`src/rtl/mac_pkg.sv`:
```
// mac_pkg: encodings shared by the MAC array and its job sequencer.
package mac_pkg;

  localparam int MAC_SLOTS = 16;
  localparam int MAC_LANES = 16;
  localparam int PSUM_W    = 24;

  typedef enum logic [1:0] {
    MODE_INT8    = 2'd0,
    MODE_INT4    = 2'd1,
    MODE_VSQ     = 2'd2,
    MODE_ILLEGAL = 2'd3
  } mac_mode_e;

  typedef enum logic [1:0] {
    ST_IDLE  = 2'd0,
    ST_CLEAR = 2'd1,
    ST_RUN   = 2'd2,
    ST_DRAIN = 2'd3
  } mac_state_e;

  // One-hot {int8, int4, vsq} line pattern for a mode; illegal drives nothing.
  function automatic logic [2:0] mode_lines(mac_mode_e m);
    logic [2:0] l;
    l = 3'b000;
    case (m)
      MODE_INT8: l = 3'b100;
      MODE_INT4: l = 3'b010;
      MODE_VSQ:  l = 3'b001;
      default:   l = 3'b000;
    endcase
    return l;
  endfunction

endpackage

```
`src/rtl/mac_seq_addr_gen.sv`:
```
// mac_seq_addr_gen: slot/pass counters and A/B operand-buffer address adders.
// start zeroes both counters; step advances slot, carrying into pass on wrap.
module mac_seq_addr_gen
  import mac_pkg::*;
#(
  parameter int ADDR_W = 10,
  parameter int K_W    = 8,
  parameter int SLOTS  = MAC_SLOTS
) (
  input  logic              clk,
  input  logic              rst_n,
  input  logic              start,
  input  logic              step,
  input  logic [K_W-1:0]    k,
  input  logic [ADDR_W-1:0] a_base,
  input  logic [ADDR_W-1:0] b_base,
  output logic [ADDR_W-1:0] a_addr,
  output logic [ADDR_W-1:0] b_addr,
  output logic              last
);

  localparam int SLOT_W = (SLOTS > 1) ? $clog2(SLOTS) : 1;
  localparam int OFF_W  = K_W + SLOT_W;

  logic [SLOT_W-1:0] slot_q;
  logic [K_W-1:0]    pass_q;
  logic [OFF_W-1:0]  offset;
  logic              slot_wrap;

  assign slot_wrap = (slot_q == SLOT_W'(SLOTS - 1));

  // Slot counter wraps every SLOTS steps and bumps the pass counter.
  always_ff @(posedge clk or negedge rst_n) begin
    if (!rst_n) begin
      slot_q <= '0;
      pass_q <= '0;
    end else if (start) begin
      slot_q <= '0;
      pass_q <= '0;
    end else if (step) begin
      if (slot_wrap) begin
        slot_q <= '0;
        pass_q <= pass_q + K_W'(1);
      end else begin
        slot_q <= slot_q + SLOT_W'(1);
      end
    end
  end

  // Addresses truncate to ADDR_W, so both wrap modulo 2^ADDR_W.
  always_comb begin
    offset = OFF_W'(pass_q) * OFF_W'(SLOTS) + OFF_W'(slot_q);
    a_addr = a_base + ADDR_W'(offset);
    b_addr = b_base + ADDR_W'(pass_q);
    last   = (pass_q == (k - K_W'(1))) && slot_wrap;
  end

endmodule

```
`src/rtl/mac_seq_ctrl.sv`:
```
// mac_seq_ctrl: GEMM tile job sequencer for the 16-lane MAC array.
// Flow: IDLE -> CLEAR (1 cycle) -> RUN (16*k cycles) -> DRAIN -> IDLE.
// Optional build macro MAC_SEQ_PERF_EN adds perf_busy_cyc / perf_jobs counters.
// Handshakes: a command transfers on a cycle where cmd_valid && cmd_ready; a
// result is held (res_valid=1) until a cycle where res_valid && res_ready.
module mac_seq_ctrl
  import mac_pkg::*;
#(
  parameter int ADDR_W = 10,
  parameter int K_W    = 8,
  parameter int SLOTS  = MAC_SLOTS
) (
  input  logic              clk,
  input  logic              rst_n,
  input  logic              cmd_valid,
  output logic              cmd_ready,
  input  logic [1:0]        cmd_mode,
  input  logic [K_W-1:0]    cmd_k,
  input  logic [ADDR_W-1:0] cmd_a_base,
  input  logic [ADDR_W-1:0] cmd_b_base,
  output logic              buf_rd_en,
  output logic [ADDR_W-1:0] a_addr,
  output logic [ADDR_W-1:0] b_addr,
  output logic              mac_rst_n,
  output logic              is_int8_mode,
  output logic              is_int4_mode,
  output logic              is_vsq,
  output logic              res_valid,
  input  logic              res_ready,
  output logic              done,
  output logic              err,
`ifdef MAC_SEQ_PERF_EN
  output logic [31:0]       perf_busy_cyc,
  output logic [15:0]       perf_jobs,
`endif
  output mac_state_e        dbg_state
);

  mac_state_e        state_q, state_d;
  mac_mode_e         mode_q;
  logic [K_W-1:0]    k_q;
  logic [ADDR_W-1:0] a_base_q, b_base_q;
  logic [ADDR_W-1:0] gen_a_addr, gen_b_addr;
  logic              gen_start, gen_step, gen_last;
  logic              cmd_fire, cmd_illegal;

  // cmd_ready is exactly "state is IDLE", so fire is derived from state directly.
  assign cmd_fire    = cmd_valid && (state_q == ST_IDLE);
  assign cmd_illegal = (mac_mode_e'(cmd_mode) == MODE_ILLEGAL);
  assign dbg_state   = state_q;

  // State register; reset abandons any job and returns to IDLE.
  always_ff @(posedge clk or negedge rst_n) begin
    if (!rst_n) state_q <= ST_IDLE;
    else        state_q <= state_d;
  end

  // Capture job parameters on a legal accepted command; they stay fixed for the job.
  always_ff @(posedge clk or negedge rst_n) begin
    if (!rst_n) begin
      mode_q   <= MODE_INT8;
      k_q      <= '0;
      a_base_q <= '0;
      b_base_q <= '0;
    end else if (cmd_fire && !cmd_illegal) begin
      mode_q   <= mac_mode_e'(cmd_mode);
      k_q      <= cmd_k;
      a_base_q <= cmd_a_base;
      b_base_q <= cmd_b_base;
    end
  end

  // done pulses after an illegal accept or a consumed result; err is sticky per command.
  always_ff @(posedge clk or negedge rst_n) begin
    if (!rst_n) begin
      done <= 1'b0;
      err  <= 1'b0;
    end else begin
      done <= (cmd_fire && cmd_illegal) || ((state_q == ST_DRAIN) && res_ready);
      if (cmd_fire) err <= cmd_illegal;
    end
  end

  // Next-state and per-state outputs; mode lines only ever driven in RUN.
  always_comb begin
    state_d      = state_q;
    cmd_ready    = 1'b0;
    mac_rst_n    = 1'b1;
    buf_rd_en    = 1'b0;
    res_valid    = 1'b0;
    is_int8_mode = 1'b0;
    is_int4_mode = 1'b0;
    is_vsq       = 1'b0;
    gen_start    = 1'b0;
    gen_step     = 1'b0;
    case (state_q)
      ST_IDLE: begin
        cmd_ready = 1'b1;
        if (cmd_valid && !cmd_illegal) state_d = ST_CLEAR;
      end
      ST_CLEAR: begin
        // Clearing the array here also zeroes its slot counter, lining it up with ours.
        mac_rst_n = 1'b0;
        gen_start = 1'b1;
        state_d   = (k_q == '0) ? ST_DRAIN : ST_RUN;
      end
      ST_RUN: begin
        buf_rd_en = 1'b1;
        gen_step  = 1'b1;
        {is_int8_mode, is_int4_mode, is_vsq} = mode_lines(mode_q);
        if (gen_last) state_d = ST_DRAIN;
      end
      ST_DRAIN: begin
        res_valid = 1'b1;
        if (res_ready) state_d = ST_IDLE;
      end
      default: state_d = ST_IDLE;
    endcase
  end

  mac_seq_addr_gen #(
    .ADDR_W (ADDR_W),
    .K_W    (K_W),
    .SLOTS  (SLOTS)
  ) u_addr_gen (
    .clk    (clk),
    .rst_n  (rst_n),
    .start  (gen_start),
    .step   (gen_step),
    .k      (k_q),
    .a_base (a_base_q),
    .b_base (b_base_q),
    .a_addr (gen_a_addr),
    .b_addr (gen_b_addr),
    .last   (gen_last)
  );

  // Addresses are only meaningful while reading; hold them at zero otherwise.
  assign a_addr = buf_rd_en ? gen_a_addr : '0;
  assign b_addr = buf_rd_en ? gen_b_addr : '0;

`ifdef MAC_SEQ_PERF_EN
  // Busy cycles saturate at all-ones; completed jobs wrap.
  always_ff @(posedge clk or negedge rst_n) begin
    if (!rst_n) begin
      perf_busy_cyc <= '0;
      perf_jobs     <= '0;
    end else begin
      if ((state_q != ST_IDLE) && (perf_busy_cyc != 32'hFFFF_FFFF))
        perf_busy_cyc <= perf_busy_cyc + 32'd1;
      if (done)
        perf_jobs <= perf_jobs + 16'd1;
    end
  end
`else
  // Performance counters are not built in this configuration.
`endif

endmodule

```
`config.mk`:
```
export PLATFORM = sky130hd
export DESIGN_NAME = mac_seq_ctrl
export DESIGN_NICKNAME = d
export VERILOG_FILES = /design/src/rtl/mac_pkg.sv /design/src/rtl/mac_seq_addr_gen.sv /design/src/rtl/mac_seq_ctrl.sv
export SDC_FILE = /design/constraint.sdc
export NUM_CORES = 1
export LEC_CHECK = 0
export ABC_AREA = 1
export CORE_MARGIN = 2
export CORE_UTILIZATION = 40
export CTS_BUF_LIST = sky130_fd_sc_hd__clkbuf_8
export DETAILED_ROUTE_END_ITERATION = 6
export GPL_TIMING_DRIVEN = 0
export SLEW_MARGIN = 0
export SYNTH_ARGS = -nofsm -noshare
export SYNTH_HDL_FRONTEND = slang
export SYNTH_HIERARCHICAL = 1
export SYNTH_SLANG_ARGS = --single-unit
```
`constraint.sdc`:
```
create_clock -name clk -period 2.2 [get_ports clk]
set_input_delay 0.44 -clock clk [delete_from_list [all_inputs] [get_ports clk]]
set_output_delay 0.44 -clock clk [all_outputs]
set_load 0.05 [all_outputs]
```
* Word-level counts from Yosys, hierarchy flattened
Index checks and enable logic that the tools add are counted.
** Operators by class
- Multiplexer cells :: 22
- Reductions and logical operators :: 15
- Add/subtract/negate cells :: 6
- Equal/unequal tests :: 11
** Operators by type and width (number)
- $mux 8 :: 3
- $mux 10 :: 2
- $mux 4 :: 3
- $add 10x10->10 :: 1
- $add 10x4->10 :: 1
- $add 10x8->10 :: 1
- $mux 1 :: 9
- $pmux 3 s3 :: 1
- $add 8x1->8 const B :: 1
- $eq 2x2->1 const B :: 4
- $eq 8x8->1 :: 1
- $logic_not 8->1 :: 1
- $pmux 2 s4 :: 1
- $sub 8x1->8 const B :: 1
- $logic_and 1x1->1 :: 6
- $mux 2 :: 3
- $add 4x1->4 const B :: 1
- $eq 2x1->1 const B :: 2
- $eq 4x4->1 const B :: 1
- $logic_not 2->1 :: 2
- $ne 2x2->1 const B :: 2
- $reduce_bool 2->1 :: 2
- $reduce_and 3->1 :: 1
- $ne 2x1->1 const B :: 1
- other kinds (3) :: 3
** Storage, ports and cells
- Input bits :: 34
- Register bits :: 46
- Output and inout bits :: 31
- Word-level logic and storage cells :: 63

* Logic depth before layout (Yosys ltp)
Gate-level depths: netlist of the first run.
- Word-level depth :: 5
- Mapped depth :: 18
- Gate-level depth less buffers :: 18

* Hierarchy
Netlist of the first run, hierarchy kept.
** Modules (own cells, without submodules)
- mac_seq_addr_gen :: cells each 269, instances 1, area an instance 1784.2 µm², sequential area each 300.3 µm²
- mac_seq_ctrl :: cells each 215, instances 1, area an instance 1629.1 µm², sequential area each 850.8 µm²

* Worst setup path after synthesis of the first run
OpenSTA, ideal clock, no wires.
- Kind :: flip-flop to output port
- Start point :: reg state_q[0] (netlist: dbg_state[0])
- End point :: out is_int4_mode
- Arrival time :: 2.638 ns
- Data required time :: 1.760 ns
- Path slack :: -0.878 ns
- Stages on the path, launching flop included :: 5
- Path buffers :: 0
- Cells stage by stage :: dfrtp_1 > inv_1 > ha_1 > inv_1 > nor3_1
** On the way
- Cells in the longest elaborated chain, start to end :: 2
** Ends and longest elaborated chain
- start, declared :: RTL line mac_seq_ctrl.sv:39 : mac_state_e state_q, state_d;
- start signal, assigned :: RTL line mac_seq_ctrl.sv:55 : else state_q <= state_d;
- $eq 2x2->1 :: RTL line mac_seq_ctrl.sv:96 : case (state_q)
- $mux 1 :: RTL line mac_seq_ctrl.sv:96
- end, declared :: RTL line mac_seq_ctrl.sv:26 : output logic is_int4_mode,
Every way passes these cells.

* Worst setup path after layout of the first run
- Start point :: reg u_addr_gen.pass_q[0]
- End point :: out b_addr[6]
** On the way
- Cells in the longest elaborated chain, start to end :: 2
** Ends and longest elaborated chain
- start, declared :: RTL line mac_seq_addr_gen.sv:26 : logic [K_W-1:0] pass_q;
- start signal, assigned :: RTL line mac_seq_addr_gen.sv:43 : pass_q <= pass_q + K_W'(1);
- $add 10x8->10 :: RTL line mac_seq_addr_gen.sv:54 : b_addr = b_base + ADDR_W'(pass_q);
- net gen_b_addr[6] :: RTL line mac_seq_ctrl.sv:43 : logic [ADDR_W-1:0] gen_a_addr, gen_b_addr;
- $mux 10 :: RTL line mac_seq_ctrl.sv:140 : assign b_addr = buf_rd_en ? gen_b_addr : '0;
- end, declared :: RTL line mac_seq_ctrl.sv:23 : output logic [ADDR_W-1:0] b_addr,
The timed path passes the listed nets, and every way through them passes these cells.

==> flow_summary.json, run 1 <==
{
  "dp_cells": 654,
  "relSlewSlack": 0.6646,
  "io_pins": 65,
  "avgSynthCellArea_um2": 7.052,
  "worst_slack_ns": -0.2868,
  "fmax_mhz": 402.1,
  "layout-drive-gt1-share": 0.3110,
  "rsz0062_at_grt": "true",
  "overflow": 0,
  "cp.required_ns": 1.76,
  "crit_type": "reg -> out",
  "die_x_um": 96.38,
  "area_growth_pct": 48.35,
  "syn_inst": 484,
  "insertion_delay_ns": 0.29,
  "worstMarginPinSlew_ns": 0.5015,
  "viasPerCell": 4.761,
  "maxCapViolations": 0,
  "layout.nets": 642,
  "syn_area_mm2": 0.003413,
  "gp_congestion": 0.8663,
  "h-tree-depth": 2,
  "dp_worst_setup_slack_ns": -0.7445,
  "cts-root-buf": "clkbuf_8",
  "arrival_ns": 2.05,
  "netlist.area_leader.share": 0.3372,
  "status": "finished, violations left",
  "power.leakage_uw": 0.002506,
  "wl_per_cell_um": 12.46,
  "rr_endpoint": "dbg_state[0]",
  "antenna_cells": 0,
  "initial_core_util": 0.4133,
  "powerDensity_mw_per_mm2": 336.1,
  "startpoint_type": "register",
  "cts_hold_buf": 0,
  "ir_drop_mv": 0.2741,
  "grt_max_degree": 34,
  "drc_errors": 0,
  "timing.final.crit_period_ns": 2.487,
  "fin_tns_setup_ns": -2.797,
  "cts_tree": "yes",
  "syn-num-nets": 545,
  "drt-initial-drc-count": 120,
  "hold_viol": 0,
  "cts_buffer_depth": 2,
  "dr.pass1.iters": 4,
  "r2r_start": "k_q[0]",
  "fin_cells": 687,
  "r2r_slack_ns": 0.21,
  "antenna_found_initial": 0,
  "grt_first_pass_wirelength_um": 14150,
  "grtUsageTotal": 0.1943,
  "maxSlewViolCount": 0,
  "routed_wl_um": 8558,
  "grt_pass1_vias": 3171,
  "fin_skew_ns": 0.003553,
  "row_count": 33,
  "synth_area_leaders": "dfrtp_1, nand2_1, ha_1",
  "vias": 3271,
  "period_share": 1.130,
  "endpoint_kind": "output port",
  "dieArea_mm2": 0.009288,
  "dp_hpwl_um": 6470,
  "ys_ff_latch": 46,
  "crit_fanout": 3,
  "numCtsBuffers": 5,
  "ys_types": 33,
  "max_stage_delay_ns": 0.45,
  "cp_slowest_cell": "dfrtp_2",
  "placed_area_mm2": 0.004334,
  "ant_nets": 0,
  "yosys.area.top_type": "dfrtp_1",
  "clkSinkCount": 46,
  "yosys_warnings": 6,
  "synth-seq-area-share": 0.3372,
  "setup_viol": 15,
  "critPathMostFrequentCell": "nand2_2",
  "final_area_mm2": 0.005064,
  "violations": "setup timing",
  "path_clk_slew_ns": 0.08,
  "fp.dieH_um": 96.38,
  "reg2regPathDepth": 17,
  "core_region_area_mm2": 0.008258,
  "worstPathCellList": "ha_4 > fa_2 > nand3_2 > nand2_2 > nand2_2 > o21bai_2 > xor2_1 > nand2_1 > clkinvlp_4 > buf_8",
  "io_buffer_count": 64,
  "hold_class": "in -> async"
}
==> placed cells by master (no fill, tap or decap), types with 11 or more instances in the layout <==
cell type	synthesis	layout
buf_4	2	29
buf_8	0	15
clkdlybuf4s50_1	0	36
clkinvlp_4	0	20
dfrtp_1	46	35
dfrtp_2	0	11
ha_4	0	16
inv_1	67	44
nand2_1	184	168
nand2_2	4	18
nand3_1	25	19
nor2_1	27	25
o21ai_0	14	11
xor2_1	17	17
==> Yosys cell counts (all sizes together) <==
library cell  count
nand2           189
inv              71
dfrtp            46
nor2             30
nand3            29
ha               25
a21oi            18
xor2             18
o21ai            17
nand4             9
buf               8
nor3              8
o21bai            5
xnor2             3
a31oi             2
clkbuf            2
fa                2
clkinv            1
o21a              1
==> flip-flops by register name, summed over array words and instances (netlist names) <==
| name | count |
|---|---|
| a_base_q | 10 |
| done | 1 |
| b_base_q | 10 |
| k_q | 8 |
| u_addr_gen/pass_q | 8 |
| mode_q | 2 |
| err | 1 |
| dbg_state | 2 |
| u_addr_gen/slot_q | 4 |
==> through the flow <==
stage               utilization  hold WS [ns]  total power (uW)
finish                   0.6132       0.04191              1702
global route             0.6132       0.03928              1767
CTS                      0.5962       0.04089              1723
detailed placement       0.5248        0.3676             946.8
global placement         0.5230        0.4729             944.2
floorplan                     -        0.1444             864.1
==> cell families after synthesis <==
kind of cell             Yosys count  synth area share
flip-flops                        46            0.3372
adder cells (fa/ha/maj)           27            0.1034
XOR/XNOR                          21           0.05609
buffers and inverters             82            0.1001
AO/OA/AOI/OAI                     43           0.07368
AND/OR/NAND/NOR                  265            0.3295
==> worst max path at each step <==
| stage | start | to | slack (ns) | depth (start not counted) |
|---|---|---|---|---|
| floorplan | u_addr_gen/pass_q[0] | b_addr[6] | 0.01 | 9 |
| global placement | rst_n | u_addr_gen/pass_q[0] | -0.82 | 1 |
| detailed placement | u_addr_gen/slot_q[0] | a_addr[6] | -0.74 | 9 |
| CTS | u_addr_gen/pass_q[0] | b_addr[6] | -0.29 | 10 |
| global route | u_addr_gen/pass_q[0] | b_addr[8] | -0.40 | 11 |
| finish | u_addr_gen/pass_q[0] | b_addr[6] | -0.29 | 10 |
==> area by class of cell <==
| type | instances | area (um^2) |
|---|---|---|
| inverter | 72 | 347.8 |
| sequential | 46 | 1165 |
| clock inverter | 2 | 60.06 |
| timing repair buffer | 90 | 897.1 |
| buffer | 10 | 78.83 |
| multi-input combinational | 356 | 2301 |
| clock buffer | 6 | 82.58 |
| tap | 105 | 131.4 |
| fill | 771 | 3194 |
==> where the power goes <==
group          leakage (uW)  switching (uW)  internal, uW  total, uW
Clock             0.0000714             288           485        773
Sequential         0.000592               0           844        844
Combinational       0.00184            29.8          54.4       84.2
==> layer usage <==
metal / global-route usage / share of wire / up-vias
met1: 0.2505 / 0.46 / 1514
met2: 0.3449 / 0.50 / 59
li1: - / - / 1694
met4: 0.04343 / 0.0070 / 0
met3: 0.02870 / 0.033 / 4
met5: 0 / 0 / -
==> critical path, delay by kind of cell (launching register included) <==
kind,cells,cell delay [ns]
DFF,1,0.45
buffers and inverters,2,0.24
adders and majority gates,2,0.54
xor gates and xnor gates,1,0.14
AOI/OAI and AO/OA,1,0.06
and+or+nand+nor,4,0.33
==> what timing repair did <==
item,4_1_cts,5_1_grt
resized for setup,222,34
buffers inserted,17,8
endpoints found under the setup margin,27,27
pin swaps,17,27
(Power assumes the default switching activity.)
==> run 2, diff against run 1 <==
--- a/config.mk
+++ b/config.mk
@@ -6,6 +6,7 @@
 export NUM_CORES = 1
 export LEC_CHECK = 0
 export ABC_AREA = 1
+export CAP_MARGIN = 20
 export CORE_MARGIN = 2
 export CORE_UTILIZATION = 40
 export CTS_BUF_LIST = sky130_fd_sc_hd__clkbuf_8
@@ -16,3 +17,4 @@
 export SYNTH_HDL_FRONTEND = slang
 export SYNTH_HIERARCHICAL = 1
 export SYNTH_SLANG_ARGS = --single-unit
+export TNS_END_PERCENT = 30
==> flow_summary.json, run 2 (same netlist as run 1, synthesis figures left out) <==
{
  "p_total_uw": 1714,
  "antenna_found_initial": 0,
  "cts_buffer_depth": 2,
  "max_stage_delay_ns": 0.46,
  "io_pins": 65,
  "rsz0062_at_grt": "true",
  "antenna_cells": 0,
  "path_delay_family": "adder cells",
  "grtUsageTotal": 0.1926,
  "gp_congestion": 0.8767,
  "vias": 3240,
  "core_region_area_mm2": 0.008258,
  "status": "finished, violations left",
  "combinationalPowerShare": 0.049,
  "crit_fanout": 3,
  "final_area_mm2": 0.004902,
  "maxSlewViolCount": 0,
  "fp.dieH_um": 96.38,
  "timing.final.crit_period_ns": 2.529,
  "initial_core_util": 0.4133,
  "r2r_slack_ns": 0.18,
  "cts_tree": "yes",
  "drt-initial-drc-count": 122,
  "busiest_layer": "met2",
  "crit_type": "reg -> out",
  "relSlewSlack": 0.6653,
  "clkPwrFrac": 0.458,
  "h-tree-depth": 2,
  "use_met2": 0.3385,
  "final_common_cell": "nand2_1",
  "viasPerCell": 4.793,
  "ir_drop_mv": 0.2653,
  "overflow": 0,
  "hold_viol": 0,
  "path_clk_slew_ns": 0.09,
  "cp.required_ns": 1.76,
  "numCtsBuffers": 5,
  "dp_hpwl_um": 6265,
  "violations": "setup timing",
  "fmax_mhz": 395.4,
  "rr_endpoint": "dbg_state[0]",
  "grt_pass1_vias": 3096,
  "crit_start": "u_addr_gen/pass_q[0]",
  "routed_wl_um": 8507,
  "period_share": 1.150,
  "worst_slack_ns": -0.3292,
  "p_int_uw": 1384,
  "cts-root-buf": "clkbuf_8",
  "drc_errors": 0,
  "final_cell_mix": "nand2_1, inv_1, dfrtp_1, clkdlybuf4s50_1, nor2_1",
  "worstMarginPinSlew_ns": 0.5006,
  "area_growth_pct": 43.62,
  "maxCapViolations": 0,
  "setup_viol": 16,
  "top_regs": "a_base_q x10, b_base_q x10",
  "swShare": 0.1928,
  "worstPathCellList": "ha_4 > fa_2 > buf_4 > xor2_1 > nand2_1 > clkinvlp_4 > clkdlybuf4s15_2",
  "placed_area_mm2": 0.004322,
  "ant_nets": 0,
  "fin_cells": 676,
  "startpoint_type": "register",
  "endpoint_kind": "output port",
  "powerDensity_mw_per_mm2": 349.7,
  "power.leakage_uw": 0.002444,
  "switchingPower_uw": 330.4,
  "cp_slowest_cell": "dfrtp_2",
  "fin_skew_ns": 0.006721,
  "r2r_start": "k_q[0]",
  "grt_first_pass_wirelength_um": 13990,
  "io_buffer_count": 64,
  "reg2regPathDepth": 17,
  "die_x_um": 96.38,
  "hold_class": "in -> async",
  "critical_path_buf_inv_count": 3,
  "grt_max_degree": 33,
  "arrival_ns": 2.09,
  "power_frac_seq": 0.493,
  "grt_util_met1": 0.2502,
  "dieArea_mm2": 0.009288,
  "met3_usage": 0.02715,
  "layout.nets": 631,
  "insertion_delay_ns": 0.30,
  "dr.pass1.iters": 4,
  "row_count": 33,
  "clkSinkCount": 46,
  "wl_per_cell_um": 12.58,
  "dp_cells": 654,
  "layout-drive-gt1-share": 0.2855
}
[run 2: area by class of cell]
class | instances | area (um^2)
Tap cell | 105 | 131.4
Timing Repair Buffer | 79 | 785.8
Multi-Input combinational cell | 356 | 2255
Buffer | 10 | 78.83
Inverter | 72 | 345.3
Sequential cell | 46 | 1164
Clock buffer | 6 | 82.58
Clock inverter | 2 | 60.06
Fill cell | 783 | 3356
[run 2: worst max-delay path by stage]
stage / to / slack [ns] / cells past startpoint
after floorplan: b_addr[6] / -0.09 / 9
after global placement: b_addr[6] / -0.88 / 10
after detailed placement: b_addr[6] / -0.88 / 10
after CTS: b_addr[6] / -0.31 / 10
after global routing: a_addr[8] / -0.41 / 10
final: b_addr[2] / -0.33 / 7
[run 2: metrics by stage]
| stage | util | setup TNS (ns) | setup WS (ns) | hold slack [ns] |
|---|---|---|---|---|
| after detailed placement | 0.5233 | -13.49 | -0.8810 | 0.3786 |
| after global routing | 0.5936 | -4.787 | -0.4144 | 0.05250 |
| final | 0.5936 | -2.964 | -0.3292 | 0.03914 |
| after global placement | 0.5215 | -44.84 | -0.8777 | 0.4703 |
| after floorplan | - | -0.1486 | -0.09270 | 0.1444 |
| after CTS | 0.5788 | -3.316 | -0.3110 | 0.04848 |
[run 2: power groups by stage]
| stage | combinational [uW] | clock (uW) | sequential, uW |
|---|---|---|---|
| 2_1_floorplan | 2.39 | 0 | 862 |
| 3_5_place_dp | 85.8 | 0 | 861 |
| 5_1_grt | 92.7 | 835 | 845 |
| 6_report | 84.8 | 785 | 845 |
| 3_3_place_gp | 82.4 | 0 | 862 |
| 4_1_cts | 86.4 | 798 | 845 |
[run 2: worst reg2reg max path, stage by stage (launching register included)]
cell     delay (ns)
dfrtp_2        0.44
inv_2          0.10
ha_1           0.26
inv_1          0.06
nand2_1        0.04
nand2_1        0.05
nand2_1        0.05
nor2_1         0.09
nand2_1        0.06
nor2_1         0.09
nand3_1        0.10
nor2_1         0.13
inv_1          0.05
nand2_1        0.07
nand2_1        0.08
a21oi_2        0.14
nor2_1         0.06
nor2_1         0.09
[run 2: timing repair]
| action | CTS | global route |
|---|---|---|
| setup endpoints to repair | 27 | 24 |
| hold buffers | 0 | 0 |
| pin swaps | 12 | 12 |
| buffers inserted | 11 | 3 |
| resized for setup | 196 | 45 |
[run 2: metal layers]
metal  vias to the layer above  share of wire
met5                         -              0
met4                         0          0.016
met1                      1483           0.47
li1                       1679              -
met3                        12          0.037
met2                        66           0.48
==> run 3, diff against run 2 <==
--- a/config.mk
+++ b/config.mk
@@ -8,10 +8,11 @@
 export ABC_AREA = 1
 export CAP_MARGIN = 20
 export CORE_MARGIN = 2
-export CORE_UTILIZATION = 40
+export CORE_UTILIZATION = 54
 export CTS_BUF_LIST = sky130_fd_sc_hd__clkbuf_8
 export DETAILED_ROUTE_END_ITERATION = 6
 export GPL_TIMING_DRIVEN = 0
+export PLACE_DENSITY = 0.82
 export SLEW_MARGIN = 0
 export SYNTH_ARGS = -nofsm -noshare
 export SYNTH_HDL_FRONTEND = slang
==> flow_summary.json, run 3 (same netlist as run 1, synthesis figures left out) <==
{
  "numCtsBuffers": 5,
  "ant_nets": 0,
  "initial_core_util": 0.5664,
  "dp_hpwl_um": 6298,
  "h-tree-depth": 2,
  "fmax_mhz": 389.1,
  "vias": 3493,
  "rsz0062_at_grt": "true",
  "period_share": 1.168,
  "fillCellCount": 389,
  "setup_viol": 16,
  "grt_max_degree": 29,
  "r2r_slack_ns": 0.12,
  "drc_errors": 0,
  "path_delay_family": "adder cells",
  "worst_slack_ns": -0.3702,
  "path_clk_slew_ns": 0.09,
  "cp_slowest_cell": "dfrtp_1",
  "fin_tns_setup_ns": -3.548,
  "crit_fanout": 3,
  "multiInputGateArea_mm2": 0.002247,
  "layout.nets": 634,
  "grt_pass1_vias": 3292,
  "endpoint_kind": "output port",
  "cts_tree": "yes",
  "cts_hold_buf": 0,
  "crit_start": "u_addr_gen/slot_q[0]",
  "dr.pass1.iters": 5,
  "core_region_area_mm2": 0.006026,
  "worstPathCellList": "ha_2 > fa_2 > nand3_2 > nand2_4 > nand4_1 > nand2_1 > nand2_2 > nand2_2 > nand2_2 > clkinvlp_4 > buf_8",
  "violations": "setup timing",
  "powerDensity_mw_per_mm2": 322.1,
  "ir_drop_mv": 0.2872,
  "final_common_cell": "nand2_1",
  "hold_slack_ns": 0.07546,
  "reg2regPathDepth": 18,
  "clkSinkCount": 46,
  "antenna_found_initial": 0,
  "hold_class": "in -> async",
  "status": "finished, violations left",
  "fin_skew_ns": 0.01441,
  "crit_type": "reg -> out",
  "worstMarginPinSlew_ns": 0.5023,
  "path_depth": 11,
  "max_stage_delay_ns": 0.41,
  "dieArea_mm2": 0.006973,
  "rr_endpoint": "dbg_state[0]",
  "grt_first_pass_wirelength_um": 15100,
  "maxCapViolations": 0,
  "insertion_delay_ns": 0.31,
  "antenna_cells": 0,
  "die_x_um": 83.51,
  "ff_latch_area_mm2": 0.001164,
  "viasPerCell": 5.382,
  "overflow": 0,
  "final_cell_mix": "nand2_1, inv_1, dfrtp_1, clkdlybuf4s50_1, nor2_1",
  "wl_per_cell_um": 14.69,
  "io_buffer_count": 64,
  "grtUsageTotal": 0.2624,
  "io_pins": 65,
  "cts_buffer_depth": 2,
  "fp.dieH_um": 83.51,
  "critical_path_buf_inv_count": 2,
  "top_regs": "a_base_q x10, b_base_q x10",
  "layout-drive-gt1-share": 0.2840,
  "cp.required_ns": 1.76,
  "hold_viol": 0,
  "utilization": 0.8040,
  "cts-root-buf": "clkbuf_8",
  "maxSlewViolCount": 0,
  "drt-initial-drc-count": 251,
  "row_count": 28,
  "critPathMostFrequentCell": "nand2_2",
  "startpoint_type": "register",
  "gp_congestion": 0.8636,
  "arrival_ns": 2.13,
  "timing.final.crit_period_ns": 2.570,
  "area_growth_pct": 41.94,
  "relSlewSlack": 0.6641,
  "routed_wl_um": 9533,
  "r2r_start": "u_addr_gen/slot_q[0]",
  "power.leakage_uw": 0.002447
}
## run 3: changes by cell type in the layout (fill, tap and decap cells not counted), moves of 2 or more
cell	before	now
nand3_1	20	22
ha_2	0	2
nor2_2	4	6
inv_1	43	45
nand3_2	9	7
a21oi_1	9	12
buf_6	10	13
a21oi_2	7	4
ha_1	10	8
clkbuf_4	0	2
nor2_1	26	24
## run 3: worst max-delay path by stage
stage                     end  slack (ns)
CTS                 b_addr[6]       -0.30
finish              a_addr[8]       -0.37
global route        a_addr[8]       -0.46
floorplan           b_addr[6]       -0.09
detailed placement  b_addr[6]       -0.89
global placement    b_addr[6]       -0.84
## run 3: routing by layer
metal	global-route usage	vias up	share of wire
met3	0.03956	25	0.057
met4	0.08944	0	0.021
met5	0	-	0
li1	-	1684	-
met1	0.3285	1626	0.42
met2	0.4633	158	0.50
## run 3: per-stage QoR
stage               setup WS, ns  std cells  total power (uW)  area (um^2)
global route             -0.4565        649              1611         4845
finish                   -0.3702        649              1560         4845
floorplan               -0.09270        484             864.2         3535
global placement         -0.8436        623             942.6         4269
CTS                      -0.3014        639              1565         4634
detailed placement       -0.8890        624             946.4         4284
## run 3: layout make-up
type | count | share of cell area
Clock inverter | 3 | 0.008523
Buffer | 10 | 0.01627
Timing Repair Buffer | 82 | 0.1663
Tap cell | 75 | 0.01937
Clock buffer | 5 | 0.01420
Sequential cell | 46 | 0.2402
Inverter | 72 | 0.07128
Multi-Input combinational cell | 356 | 0.4638
## run 3: worst reg2reg max path: cells and delay by family (launching register included)
kind | cells | cell delay (ns)
flops | 1 | 0.39
simple gates | 12 | 0.97
fa+ha+maj | 1 | 0.17
buf+inv | 5 | 0.43
## run 3: report_power, final
group	internal, uW	leakage [uW]	total (uW)	switching [uW]
logic	54.4	0.00180	85.1	30.7
clock network	335	0.0000556	631	296
registers	845	0.000594	845	0
total	1230	0.00245	1560	327
## run 3: repair_timing
| action | in CTS | in global routing |
|---|---|---|
| endpoints found under the setup margin | 27 | 26 |
| pin swaps | 7 | 15 |
| gates resized for setup | 193 | 50 |
| setup buffers | 7 | 10 |
